### config.mk
export PLATFORM = sky130hd
export DESIGN_NAME = fetch_pc_gen
export DESIGN_NICKNAME = d
export VERILOG_FILES = /design/src/rtl/fetch_pc_gen_pkg.sv /design/src/rtl/fetch_pack_slot.sv /design/src/rtl/fetch_pc_gen.sv
export SDC_FILE = /design/constraint.sdc
export NUM_CORES = 1
export LEC_CHECK = 0
export ABC_AREA = 1
export CELL_PAD_IN_SITES_DETAIL_PLACEMENT = 1
export CELL_PAD_IN_SITES_GLOBAL_PLACEMENT = 1
export CORE_UTILIZATION = 34
export CTS_CLUSTER_SIZE = 40
export DETAILED_ROUTE_END_ITERATION = 12
export PLACE_DENSITY_LB_ADDON = 0.1
export SYNTH_ARGS = -nofsm -noshare
export SYNTH_HDL_FRONTEND = slang
export SYNTH_SLANG_ARGS = --single-unit
### constraint.sdc
create_clock -name clock -period 2.2 [get_ports clock]
set_input_delay 0.44 -clock clock [delete_from_list [all_inputs] [get_ports clock]]
set_output_delay 0.44 -clock clock [all_outputs]
set_load 0.02 [all_outputs]
### src/rtl/fetch_pc_gen_pkg.sv
`default_nettype none
// ============================================================================
//  Module      : fetch_pc_gen_pkg
//  Description : Shared front-end types for the fetch PC generator: fetch-pack
//                and redirect structs, FSM state encoding, fetch geometry.
//  Revision    : 1.0 - initial release
// ============================================================================
package fetch_pc_gen_pkg;

    localparam int PC_W        = 64;
    localparam int INST_W      = 32;
    localparam int FETCH_BYTES = 8;
    localparam int FETCH_OFF_W = $clog2(FETCH_BYTES);

    // One registered fetch pack as presented to presolve / fetch queue.
    typedef struct packed {
        logic [1:0]        valids;
        logic [PC_W-1:0]   pc;
        logic [INST_W-1:0] inst1;
        logic [INST_W-1:0] inst0;
        logic              pred_valid;
        logic              pred_taken;
    } fetch_pack_t;

    // Resolved redirect request (backend or presolve, already arbitrated).
    typedef struct packed {
        logic            valid;
        logic [PC_W-1:0] pc;
    } redirect_t;

    typedef enum logic [1:0] {
        IDLE = 2'd0,
        REQ  = 2'd1,
        WAIT = 2'd2
    } state_t;

endpackage : fetch_pc_gen_pkg
`default_nettype wire

### src/rtl/fetch_pack_slot.sv
`default_nettype none
// ============================================================================
//  Module      : fetch_pack_slot
//  Description : Single registered fetch-pack slot. Holds while the consumer
//                stalls, clears on consumption, flushes on backend redirect.
//  Revision    : 1.0 - initial release
// ============================================================================
module fetch_pack_slot
    import fetch_pc_gen_pkg::*;
(
    input  logic        clk,
    input  logic        rst_n,
    input  logic        load,
    input  fetch_pack_t load_pack,
    input  logic        flush,
    input  logic        consume,
    output fetch_pack_t pack
);

    fetch_pack_t r_pack;

    // Flush beats a new load; a load replaces a pack draining this cycle.
    always_ff @(posedge clk or negedge rst_n) begin
        if (!rst_n) begin
            r_pack <= '0;
        end else if (flush) begin
            r_pack <= '0;
        end else if (load) begin
            r_pack <= load_pack;
        end else if (consume) begin
            r_pack <= '0;
        end
    end

    assign pack = r_pack;

endmodule : fetch_pack_slot
`default_nettype wire

### src/rtl/fetch_pc_gen.sv
`default_nettype none
// ============================================================================
//  Module      : fetch_pc_gen
//  Description : Fetch PC owner and fetch-pack former. Issues one aligned
//                I-cache request at a time, applies backend / presolve / BPU
//                redirects and turns responses into two-slot fetch packs.
//  Revision    : 1.0 - initial release
// ============================================================================
module fetch_pc_gen
    import fetch_pc_gen_pkg::*;
#(
    parameter logic [63:0] RESET_PC = 64'h8000_0000,
    parameter int          XLEN     = 64
) (
    input  logic            clock,
    input  logic            reset,
    input  logic            io_i_stall,
    input  logic            io_i_redirect_valid,
    input  logic [XLEN-1:0] io_i_redirect_pc,
    input  logic            io_i_branch_presolve_pack_valid,
    input  logic [XLEN-1:0] io_i_branch_presolve_pack_pc,
    input  logic            io_i_bpu_taken,
    input  logic [XLEN-1:0] io_i_bpu_target,
    output logic            io_o_icache_req_valid,
    output logic [XLEN-1:0] io_o_icache_req_addr,
    input  logic            io_i_icache_req_ready,
    input  logic            io_i_icache_resp_valid,
    input  logic [63:0]     io_i_icache_resp_data,
    output logic            io_o_fetch_pack_valids_0,
    output logic            io_o_fetch_pack_valids_1,
    output logic [XLEN-1:0] io_o_fetch_pack_pc,
    output logic [31:0]     io_o_fetch_pack_insts_0,
    output logic [31:0]     io_o_fetch_pack_insts_1,
    output logic            io_o_fetch_pack_branch_predict_pack_valid,
    output logic            io_o_fetch_pack_branch_predict_pack_taken
);

    state_t          r_state;
    state_t          w_state_n;
    logic [XLEN-1:0] r_pc;
    logic [XLEN-1:0] w_pc_n;
    logic [XLEN-1:0] r_req_pc;
    logic [XLEN-1:0] w_req_pc_n;
    logic            r_kill;
    logic            w_kill_n;
    logic            r_pred_valid;
    logic            w_pred_valid_n;
    logic            r_pred_taken;
    logic            w_pred_taken_n;

    logic            w_req_valid;
    logic            w_hs;
    logic            w_load;
    logic            w_pack_valid;
    logic            w_consumed;
    logic [XLEN-1:0] w_aligned_pc;
    logic [XLEN-1:0] w_seq_pc;
    redirect_t       w_redir;
    fetch_pack_t     w_load_pack;
    fetch_pack_t     w_pack;

    assign w_pack_valid = w_pack.valids[0] | w_pack.valids[1];
    assign w_consumed   = w_pack_valid & ~io_i_stall;
    assign w_aligned_pc = {r_pc[XLEN-1:FETCH_OFF_W], {FETCH_OFF_W{1'b0}}};
    assign w_seq_pc     = w_aligned_pc + XLEN'(FETCH_BYTES);

    // Backend redirect wins; presolve only counts while its pack is on the output.
    always_comb begin
        w_redir.valid = io_i_redirect_valid
                      | (io_i_branch_presolve_pack_valid & w_pack_valid);
        w_redir.pc    = io_i_redirect_valid ? io_i_redirect_pc
                                            : io_i_branch_presolve_pack_pc;
    end

    // Next-state, fetch PC and kill control.
    always_comb begin
        w_state_n      = r_state;
        w_pc_n         = r_pc;
        w_req_pc_n     = r_req_pc;
        w_kill_n       = r_kill;
        w_pred_valid_n = r_pred_valid;
        w_pred_taken_n = r_pred_taken;
        w_req_valid    = 1'b0;
        w_hs           = 1'b0;
        w_load         = 1'b0;
        case (r_state)
            IDLE: begin
                w_state_n = REQ;
                if (w_redir.valid) begin
                    w_pc_n = w_redir.pc;
                end
            end
            REQ: begin
                // Only request when the slot is free by the time the response lands.
                w_req_valid = ~w_pack_valid | w_consumed;
                w_hs        = w_req_valid & io_i_icache_req_ready;
                if (w_hs) begin
                    w_state_n      = WAIT;
                    w_req_pc_n     = r_pc;
                    w_pred_valid_n = 1'b1;
                    w_pred_taken_n = io_i_bpu_taken;
                    w_kill_n       = w_redir.valid;
                    if (w_redir.valid) begin
                        w_pc_n = w_redir.pc;
                    end else if (io_i_bpu_taken) begin
                        w_pc_n = io_i_bpu_target;
                    end else begin
                        w_pc_n = w_seq_pc;
                    end
                end else if (w_redir.valid) begin
                    w_pc_n = w_redir.pc;
                end
            end
            WAIT: begin
                if (w_redir.valid) begin
                    w_kill_n = 1'b1;
                    w_pc_n   = w_redir.pc;
                end
                // A response retires the outstanding request whether kept or dropped.
                if (io_i_icache_resp_valid) begin
                    w_state_n = REQ;
                    w_kill_n  = 1'b0;
                    w_load    = ~r_kill & ~w_redir.valid;
                end
            end
            default: begin
                w_state_n = IDLE;
            end
        endcase
    end

    // Control state registers.
    always_ff @(posedge clock or negedge reset) begin
        if (!reset) begin
            r_state      <= IDLE;
            r_pc         <= XLEN'(RESET_PC);
            r_req_pc     <= '0;
            r_kill       <= 1'b0;
            r_pred_valid <= 1'b0;
            r_pred_taken <= 1'b0;
        end else begin
            r_state      <= w_state_n;
            r_pc         <= w_pc_n;
            r_req_pc     <= w_req_pc_n;
            r_kill       <= w_kill_n;
            r_pred_valid <= w_pred_valid_n;
            r_pred_taken <= w_pred_taken_n;
        end
    end

    // Pack formation: a PC in the upper word only yields the upper instruction.
    always_comb begin
        w_load_pack.valids     = {~r_req_pc[2], 1'b1};
        w_load_pack.pc         = r_req_pc;
        w_load_pack.inst0      = r_req_pc[2] ? io_i_icache_resp_data[63:32]
                                             : io_i_icache_resp_data[31:0];
        w_load_pack.inst1      = io_i_icache_resp_data[63:32];
        w_load_pack.pred_valid = r_pred_valid;
        w_load_pack.pred_taken = r_pred_taken;
    end

    fetch_pack_slot u_slot (
        .clk       (clock),
        .rst_n     (reset),
        .load      (w_load),
        .load_pack (w_load_pack),
        .flush     (io_i_redirect_valid),
        .consume   (w_consumed),
        .pack      (w_pack)
    );

    assign io_o_icache_req_valid                     = w_req_valid;
    assign io_o_icache_req_addr                      = w_aligned_pc;
    assign io_o_fetch_pack_valids_0                  = w_pack.valids[0];
    assign io_o_fetch_pack_valids_1                  = w_pack.valids[1];
    assign io_o_fetch_pack_pc                        = w_pack.pc;
    assign io_o_fetch_pack_insts_0                   = w_pack.inst0;
    assign io_o_fetch_pack_insts_1                   = w_pack.inst1;
    assign io_o_fetch_pack_branch_predict_pack_valid = w_pack.pred_valid;
    assign io_o_fetch_pack_branch_predict_pack_taken = w_pack.pred_taken;

endmodule : fetch_pc_gen
`default_nettype wire

# Yosys cells after proc, flatten, opt, wreduce, memory -nomap -nowiden
# Cells that the tools add are included.
# word_totals
output_inout_bits	197
in_bits	264
wordCells	58
regBits	265
# classes
muxes	20
bitwise	12
eq_ne	5
n_reduce_logical	8
n_addsub	1
# op_table
cell	n
132-bit two-way mux	3
64-bit two-way mux	5
64-bit case mux with 2 select lines	1
64-bit by 4-bit adder with 64-bit output (second input constant)	1
32-bit two-way mux	1
1-bit two-way mux	6
2-bit case mux with 3 select lines	1
1-bit NOT	5
1-bit AND	4
2-bit two-way mux	2
2-bit inequality test (second input constant)	2
2-bit AND reduction	2
2-bit nonzero test	2
3-bit inequality test (second input constant)	1
1-bit bitwise OR	3
3-bit AND reduction	1
3-bit nonzero test	1
2-bit by 1-bit == test with 1-bit output (second input constant)	1
2-bit == test (second input constant)	1
2-bit zero test	1
1-bit case mux with 2 select lines	1
2-bit OR reduction	1

# Logic depth before layout (Yosys ltp)
# Gate-level depths: netlist of run 1.
# logic_depth
depth_word	9
mapped_depth	13
ltp_nobuf	13

# By module
# A second synthesis of run 1 with hierarchy kept.
# hier_totals
hier_cells	2334
hier_area_um2	16021.6
# by_module_without_submodules
module	n_inst	cells_each	area_each_um2
fetch_pc_gen	1	1761	10847.9
fetch_pack_slot	1	573	5173.7

# Worst setup path before layout of run 1
# No wires, ideal clock.
# synth_timing
kind	register to register
startpoint	register u_slot.r_pack, in the netlist u_slot.pack[131]
endpoint	register u_slot.r_pack, in the netlist u_slot.pack[121]
setup_ns	0.121
t_arrival_ns	1.616
n_path_buf	2
path_stages_with_launch	10
period_less_slack_ns	1.737
path_slack_ns	0.463
cell_sequence	dfrtp_1 > inv_1 > nand2_1 > a21oi_4 > nand2_2 > nand2_1 > inv_2 > buf_4 > buf_2 > a22o_1
# synth_between
elab_chain_len	9
# synth_lines
element	line	source
from (decl)	fetch_pack_slot.sv:20	fetch_pack_t r_pack;
from (signal assigned)	fetch_pack_slot.sv:29	r_pack <= load_pack;
1-bit bitwise OR (*)	fetch_pc_gen.sv:62	assign w_pack_valid = w_pack.valids[0] | w_pack.valids[1];
1-bit AND	fetch_pc_gen.sv:70	| (io_i_branch_presolve_pack_valid & w_pack_valid);
1-bit bitwise OR	fetch_pc_gen.sv:70	
1-bit NOT	fetch_pc_gen.sv:123	w_load = ~r_kill & ~w_redir.valid;
1-bit AND	fetch_pc_gen.sv:123	
1-bit two-way mux	fetch_pc_gen.sv:120	if (io_i_icache_resp_valid) begin
1-bit two-way mux	fetch_pc_gen.sv:86	case (r_state)
132-bit two-way mux	fetch_pack_slot.sv:28	end else if (load) begin
132-bit two-way mux	fetch_pack_slot.sv:26	end else if (flush) begin
# Mark *: on every way between the ends. The rest lies on a longest branch, timed or not.
# A chain may end at the register's enable or synchronous reset.

# Final worst setup path of run 1
# layout_timing
startpoint	register r_pc[14]
endpoint	output port io_o_icache_req_addr[14]
# layout_rtl
element	line	source
from (decl)	fetch_pc_gen.sv:40	logic [XLEN-1:0] r_pc;
from (signal assigned)	fetch_pc_gen.sv:136	r_pc <= XLEN'(RESET_PC);
from (signal assigned)	fetch_pc_gen.sv:143	r_pc <= w_pc_n;
to (decl)	fetch_pc_gen.sv:25	output logic [XLEN-1:0] io_o_icache_req_addr,
# No word-level cell between the ends.

==> run_results.csv, run 1 <==
group,metric,value,unit
status,run_status,"completed",
logic_synthesis,synth.distinct_cells,42,
logic_synthesis,synthesis.yosys.warnings,0,
place,preCtsSetupSlack,-112,ps
worst_setup_path,critical_path.max_stage_delay,600,ps
global_routing,grt_util_all_layers,0.313,
layout,design.final.nets,2772,
place,hpwl,55.9,mm
clock_tree,cts_made_buffers,30,
layout,n_fill_cell,5367,
global_routing,grt_pass1_vias,17000,
global_routing,grt_start_max_net_pins,72,
floorplan,io_pins,461,
clock_tree,clock_tree.htree_level_count,1,
routing,routed-via-count,16300,
timing,max_clock_freq,463,MHz
logic_synthesis,synth_area_per_cell,7.32,um2
floorplan,die_x,212,um
worst_setup_path,start_kind,"flop",
floorplan,core.rowCount,76,
logic_synthesis,seq_area_frac_synth,0.444,
logic_synthesis,netlist.area_leader.share,0.443,
global_routing,grt-ovfl-total,0,
worst_setup_path,wp_buf_inv,2,
worst_setup_path,top_cell_family_by_delay_on_the_critical_path,"buffers and inverters",
clock_tree,cts.sinks,265,
logic_synthesis,synthTopCellsByCount,"nand2_1 (659), dfrtp_1 (264), o21ai_0 (220)",
place,detailed_place.area,20700,um2
logic_synthesis,synth_ff_type,"dfrtp_1",
worst_setup_path,slowest_stage,"clkdlybuf4s50_1",
logic_synthesis,yosys.cell_count.top_type,"nand2_1",
clock_tree,post-cts-setup-buffers,0,
layout,stdcell_area,21800,um2
worst_setup_path,critical_r2r_launch,"r_pc[8]",
logic_synthesis,post-synth-top-area-cell,"dfrtp_1",
timing,setup_violations,0,
timing,tightest_slew,540,ps
place,io_buffers,457,
timing,clock-skew-final,9.32,ps
layout,stdcell_count,3122,
run,drv.max_cap_violation_count,0,
routing,drcViolationCount,0,
layout,final_core_util,0.505,
place,placed_cells_incl_taps,3059,
routing,vias_per_cell,5.22,
worst_setup_path,criticalPathCategory,"reg -> out",
timing,timing_max_transition_violations_final,0,
worst_setup_path,cp-end-kind,"primary output",
floorplan,initial_core_util,0.346,
hold_path,min-delay-path-class,"in -> async",
logic_synthesis,ys_top_cells_by_area,"dfrtp_1 (44%), nand2_1 (17%), o21ai_0 (7.4%), nor2_1 (5.0%), inv_1 (3.6%)",
timing,layout_worst_path_cycle_share,0.982,
power_and_ir_drop,leakagePower,10.1,nW
worst_setup_path,timing.critical_path.required,1760,ps
routing,firstDrtPassIters,6,
timing,hold_violations,0,
timing,rsz_0062_raised_after_global_routing,"no",
logic_synthesis,yosys_register_bits,265,
layout,final_layout_size_suffix_gt1_frac,0.102,
routing,antenna_left,0,
floorplan,design.core.area,43200,um2
place,global_placement_routability_congestion,0.940,
power_and_ir_drop,max-vdd-ir-drop,0.576,mV
power_and_ir_drop,power.density,1030,nW/um2
timing,timing.slew.headroom,0.636,
floorplan,die_y,212,um
clock_tree,clkLatencyLatePin,580,ps
routing,drt-wirelength-per-cell,22.6,um
layout,syn_to_final_growth,46.1,%
clock_tree,cts_buffer_depth,3,
worst_setup_path,arrival,1720,ps
worst_setup_path,worst_setup_path_startpoint,"r_pc[14]",
clock_tree,clk_pin_slew_worst_paths,60,ps
logic_synthesis,async_flop_share,1.00,
logic_synthesis,syn_inst,2038,
clock_tree,tritoncts,"yes",
global_routing,grt_antenna_before_repair,8,
worst_setup_path,cp_cell_sequence,"buf_4 > clkdlybuf4s50_1",
clock_tree,cts-root-buf,"clkbuf_16",
routing,drt_first_iter_violations,1128,
timing,postLayoutSetupSlackWorst,38.8,ps
routing,detail_route.wirelength,70.6,mm
logic_synthesis,area_of_the_mapped_netlist,14900,um2
logic_synthesis,synth-edff-count,0,
worst_setup_path,critical_path.max_fanout,3,
global_routing,grt_first_pass_wirelength,106,mm
timing,fin_crit,2160,ps
floorplan,dieArea,44700,um2
per-stage QoR:
stage / total power [W] / setup TNS, ps / hold WS, ps
detailed placement: 0.0172 / -852 / 352
floorplan: 0.0125 / 0 / 144
finish: 0.0224 / 0 / 343
global placement: 0.0170 / -264 / 351
CTS: 0.0225 / 0 / 349
global route: 0.0237 / 0 / 375
placed cells by master, fill, tap and decap left out, drive strengths merged, types with 2 or more instances in the layout:
cell and count:
dlygate4sd2 33, o211ai 29, a22o 58, o2111ai 15, nand3 80, nor2 207, o221ai 4, a21oi 76
dfrtp 264, a22oi 28, nor3 21, xor2 10, a211oi 2, nand4 12, clkdlybuf4s50 410, o22ai 2
xnor2 2, a31oi 8, inv 151, dlymetal6s2s 11, diode 6, clkbuf 40, bufinv 4, conb 3
buf 150, nand2 663, o21ai 225, clkinv 12
power breakdown:
part | internal [W] | total [W] | switching, W | leakage, nW
clock | 0.00323 | 0.00542 | 0.00219 | 0.529
sequential | 0.00615 | 0.00748 | 0.00133 | 3.49
combinational | 0.00367 | 0.00954 | 0.00587 | 6.09
sequential cells by signal (all words and copies together) (netlist names):
| register | cells |
|---|---|
| r_pred_valid | 1 |
| r_req_pc | 64 |
| r_kill | 1 |
| u_slot.pack | 132 |
| r_pc | 64 |
| r_state | 2 |
| r_pred_taken | 1 |
layout make-up:
class                           count  area (um2)  area share
Inverter                          152         574      0.0263
Antenna cell                        6        15.0    0.000689
Clock buffer                       40         870      0.0399
Multi-Input combinational cell   1452        6850       0.314
Sequential cell                   265        6640       0.304
Timing Repair Buffer              606        5950       0.273
Clock inverter                     16         186     0.00855
Tap cell                          585         732      0.0336
cell families after synthesis:
kind of cell | share of synthesized area
DFF | 0.444
muxes | 0.000671
other | 0.000251
buffers and inverters | 0.102
xor gates and xnor gates | 0.00704
AOI/OAI and AO/OA | 0.183
adders and majority gates | 0.000838
and+or+nand+nor | 0.262
worst paths after layout:
path / cells after the start / end / slack, ps
max reg2reg: 11 / r_pc[55] / 120
min: 2 / r_req_pc[9] / 340
max in group asynchronous: 3 / u_slot.pack[34] / 1100
min reg2reg: 2 / r_pred_valid / 450
min in group clock: 3 / u_slot.pack[20] / 450
max: 2 / io_o_icache_req_addr[14] / 40
metal layers:
| layer | vias up | share of wire | global-route usage |
|---|---|---|---|
| li1 | 7584 | - | - |
| met1 | 8093 | 0.43 | 0.411 |
| met2 | 522 | 0.48 | 0.530 |
| met3 | 97 | 0.065 | 0.0527 |
| met4 | 8 | 0.024 | 0.0837 |
| met5 | - | 0.00088 | 0 |
repair_timing:
action                     in CTS  in global routing
resized for setup              39                 33
setup endpoints to repair      37                 25
hold endpoints to repair       35                  0
hold buffers                    1                  0
Note: power is estimated with default switching activity, not from simulation.
==> inputs of run 2 (changes only) <==
CORE_ASPECT_RATIO = 0.7   (was not set)
==> run 2 against run 1 <==
Compared with the run above: design area grew 0.54%; clock skew increased by 5.4 ps; hold slack improved by 41 ps; via count is 1.5% higher; critical path depth shrank 1.
==> run_results.csv, run 2 (same netlist as run 1, synthesis figures left out) <==
group,metric,value,unit
worst_setup_path,arrival,1730,ps
layout,n_fill_cell,5230,
floorplan,die_y,177,um
floorplan,io_pins,461,
place,io_buffers,457,
clock_tree,tritoncts,"yes",
routing,drt-wirelength-per-cell,23.7,um
worst_setup_path,top_cell_family_by_delay_on_the_critical_path,"buffers and inverters",
worst_setup_path,slowest_stage,"clkdlybuf4s50_1",
timing,setup_violations,0,
timing,timing_max_transition_violations_final,0,
worst_setup_path,cp-end-kind,"primary output",
floorplan,core.rowCount,63,
power_and_ir_drop,power.switching,0.00980,W
layout,design.final.nets,2781,
power_and_ir_drop,leakagePower,10.1,nW
power_and_ir_drop,total_power,0.0226,W
power_and_ir_drop,max-vdd-ir-drop,0.731,mV
power_and_ir_drop,power_frac_comb,0.428,
place,placed_cells_incl_taps,3069,
floorplan,die_x,252,um
global_routing,grt_antenna_before_repair,7,
timing,hold_violations,0,
timing,rsz_0062_raised_after_global_routing,"yes",
routing,vias_per_cell,5.29,
worst_setup_path,critical_path.max_fanout,6,
floorplan,initial_core_util,0.349,
layout,final_layout_size_suffix_gt1_frac,0.104,
clock_tree,cts_buffer_depth,3,
place,preCtsSetupSlack,-74.9,ps
layout,layout_common_cells,"nand2_1 (655), clkdlybuf4s50_1 (407), dfrtp_1 (256)",
worst_setup_path,cp_cell_sequence,"clkdlybuf4s50_1",
power_and_ir_drop,clock_power_share,0.236,
worst_setup_path,timing.critical_path.required,1760,ps
routing,drt_first_iter_violations,1463,
timing,postLayoutSetupSlackWorst,31.5,ps
timing,fin_crit,2170,ps
power_and_ir_drop,sw_frac_of_total,0.434,
layout,final_core_util,0.512,
timing,timing.slew.headroom,0.540,
layout,stdcell_count,3131,
clock_tree,cts-root-buf,"clkbuf_16",
power_and_ir_drop,internal_power,0.0128,W
global_routing,grt_start_max_net_pins,57,
floorplan,design.core.area,42800,um2
routing,detail_route.wirelength,74.2,mm
power_and_ir_drop,power.density,1030,nW/um2
place,detailed_place.area,20900,um2
clock_tree,clk_pin_slew_worst_paths,70,ps
worst_setup_path,start_kind,"flop",
layout,most_common_library_cell_in_the_layout_ignoring_fill_and_taps,"nand2_1",
clock_tree,clock_tree.htree_level_count,1,
timing,tightest_slew,683,ps
routing,routed-via-count,16600,
place,hpwl,58.5,mm
status,run_status,"completed",
place,global_placement_routability_congestion,0.976,
layout,stdcell_area,21900,um2
timing,max_clock_freq,461,MHz
routing,drcViolationCount,0,
hold_path,min-delay-path-class,"in -> async",
timing,clock-skew-final,14.7,ps
power_and_ir_drop,power_frac_seq,0.335,
global_routing,grt_pass1_vias,16800,
worst_setup_path,wp_buf_inv,1,
layout,syn_to_final_growth,46.9,%
clock_tree,clkLatencyLatePin,590,ps
routing,firstDrtPassIters,5,
worst_setup_path,critical_path.max_stage_delay,650,ps
clock_tree,cts.sinks,265,
timing,layout_worst_path_cycle_share,0.986,
worst_setup_path,criticalPathCategory,"reg -> out",
global_routing,grt_util_all_layers,0.328,
global_routing,grt-ovfl-total,0,
layout,largest_reg_flops,132,
run,drv.max_cap_violation_count,0,
global_routing,grt_first_pass_wirelength,109,mm
routing,antenna_left,0,
clock_tree,cts_made_buffers,29,
floorplan,dieArea,44700,um2
run 2: cell types whose count changed in the layout (fill, tap and decap cells not counted), sizes merged:
| cell | before | now |
|---|---|---|
| dlygate4sd2 | 33 | 41 |
| clkinvlp | 1 | 6 |
| clkbuf | 40 | 33 |
| diode | 6 | 7 |
| clkdlybuf4s50 | 410 | 407 |
| buf | 150 | 160 |
| dlymetal6s2s | 11 | 6 |
| clkinv | 12 | 9 |
| inv | 151 | 154 |
run 2: path summary, 6_finish.rpt:
kind	start	to	slack [ps]	cells after the start
worst max-delay path	r_pc[50]	io_o_icache_req_addr[50]	30	1
worst min-delay path	reset	u_slot.pack[15]	380	2
worst max register to register	r_pc[14]	r_pc[40]	70	10
worst min register to register	r_pred_valid	r_pred_valid	480	2
max in group asynchronous	reset	r_pc[55]	1080	3
min in group clock	io_i_icache_resp_data[27]	u_slot.pack[29]	440	3
run 2: power groups by stage:
stage / Clock (W) / Sequential (W) / Combinational (W)
after floorplan: 0 / 0.00729 / 0.00523
after global placement: 0 / 0.00752 / 0.00956
after detailed placement: 0 / 0.00757 / 0.00980
after CTS: 0.00542 / 0.00751 / 0.00962
after global routing: 0.00560 / 0.00769 / 0.0104
final: 0.00534 / 0.00757 / 0.00966
run 2: worst reg2reg max path, cell delays in order (launching register included):
cell     delay (ps)
dfrtp_1         450
nand2_1         100
nor2_1          220
nand2_1         110
nor2_1          210
buf_4           180
nand3_1         220
xor2_1          220
nand2_1          80
nand2_1          60
a21oi_1         170
run 2: final cells by class:
| cell class | instances | area [um2] | area share |
|---|---|---|---|
| Antenna cell | 7 | 17.5 | 0.000799 |
| Clock buffer | 33 | 771 | 0.0352 |
| Clock inverter | 21 | 253 | 0.0115 |
| Inverter | 152 | 574 | 0.0262 |
| Multi-Input combinational cell | 1452 | 6810 | 0.311 |
| Sequential cell | 265 | 6640 | 0.303 |
| Tap cell | 585 | 732 | 0.0334 |
| Timing Repair Buffer | 616 | 6120 | 0.279 |
run 2: timing repair:
item | 4_1_cts | 5_1_grt
buffers inserted | 0 | 0
setup endpoints to repair | 46 | 21
resized for setup | 49 | 20
endpoints found under the hold margin | 47 | 0
hold buffers | 1 | 0
run 2: metal layers:
layer	wire length, um	vias to the layer above	part of all wire	GRT usage
met4	1690	0	0.023	0.0793
li1	-	7576	-	-
met1	34600	8313	0.47	0.480
met3	5580	95	0.075	0.0713
met2	32300	571	0.44	0.489
met5	0	-	0	0
run 2: metrics by stage:
step | hold WS, ps | setup TNS [ps]
floorplan | 144 | 0
finish | 383 | 0
CTS | 388 | 0
detailed placement | 422 | -207
global route | 412 | -22.5
global placement | 424 | -64.6
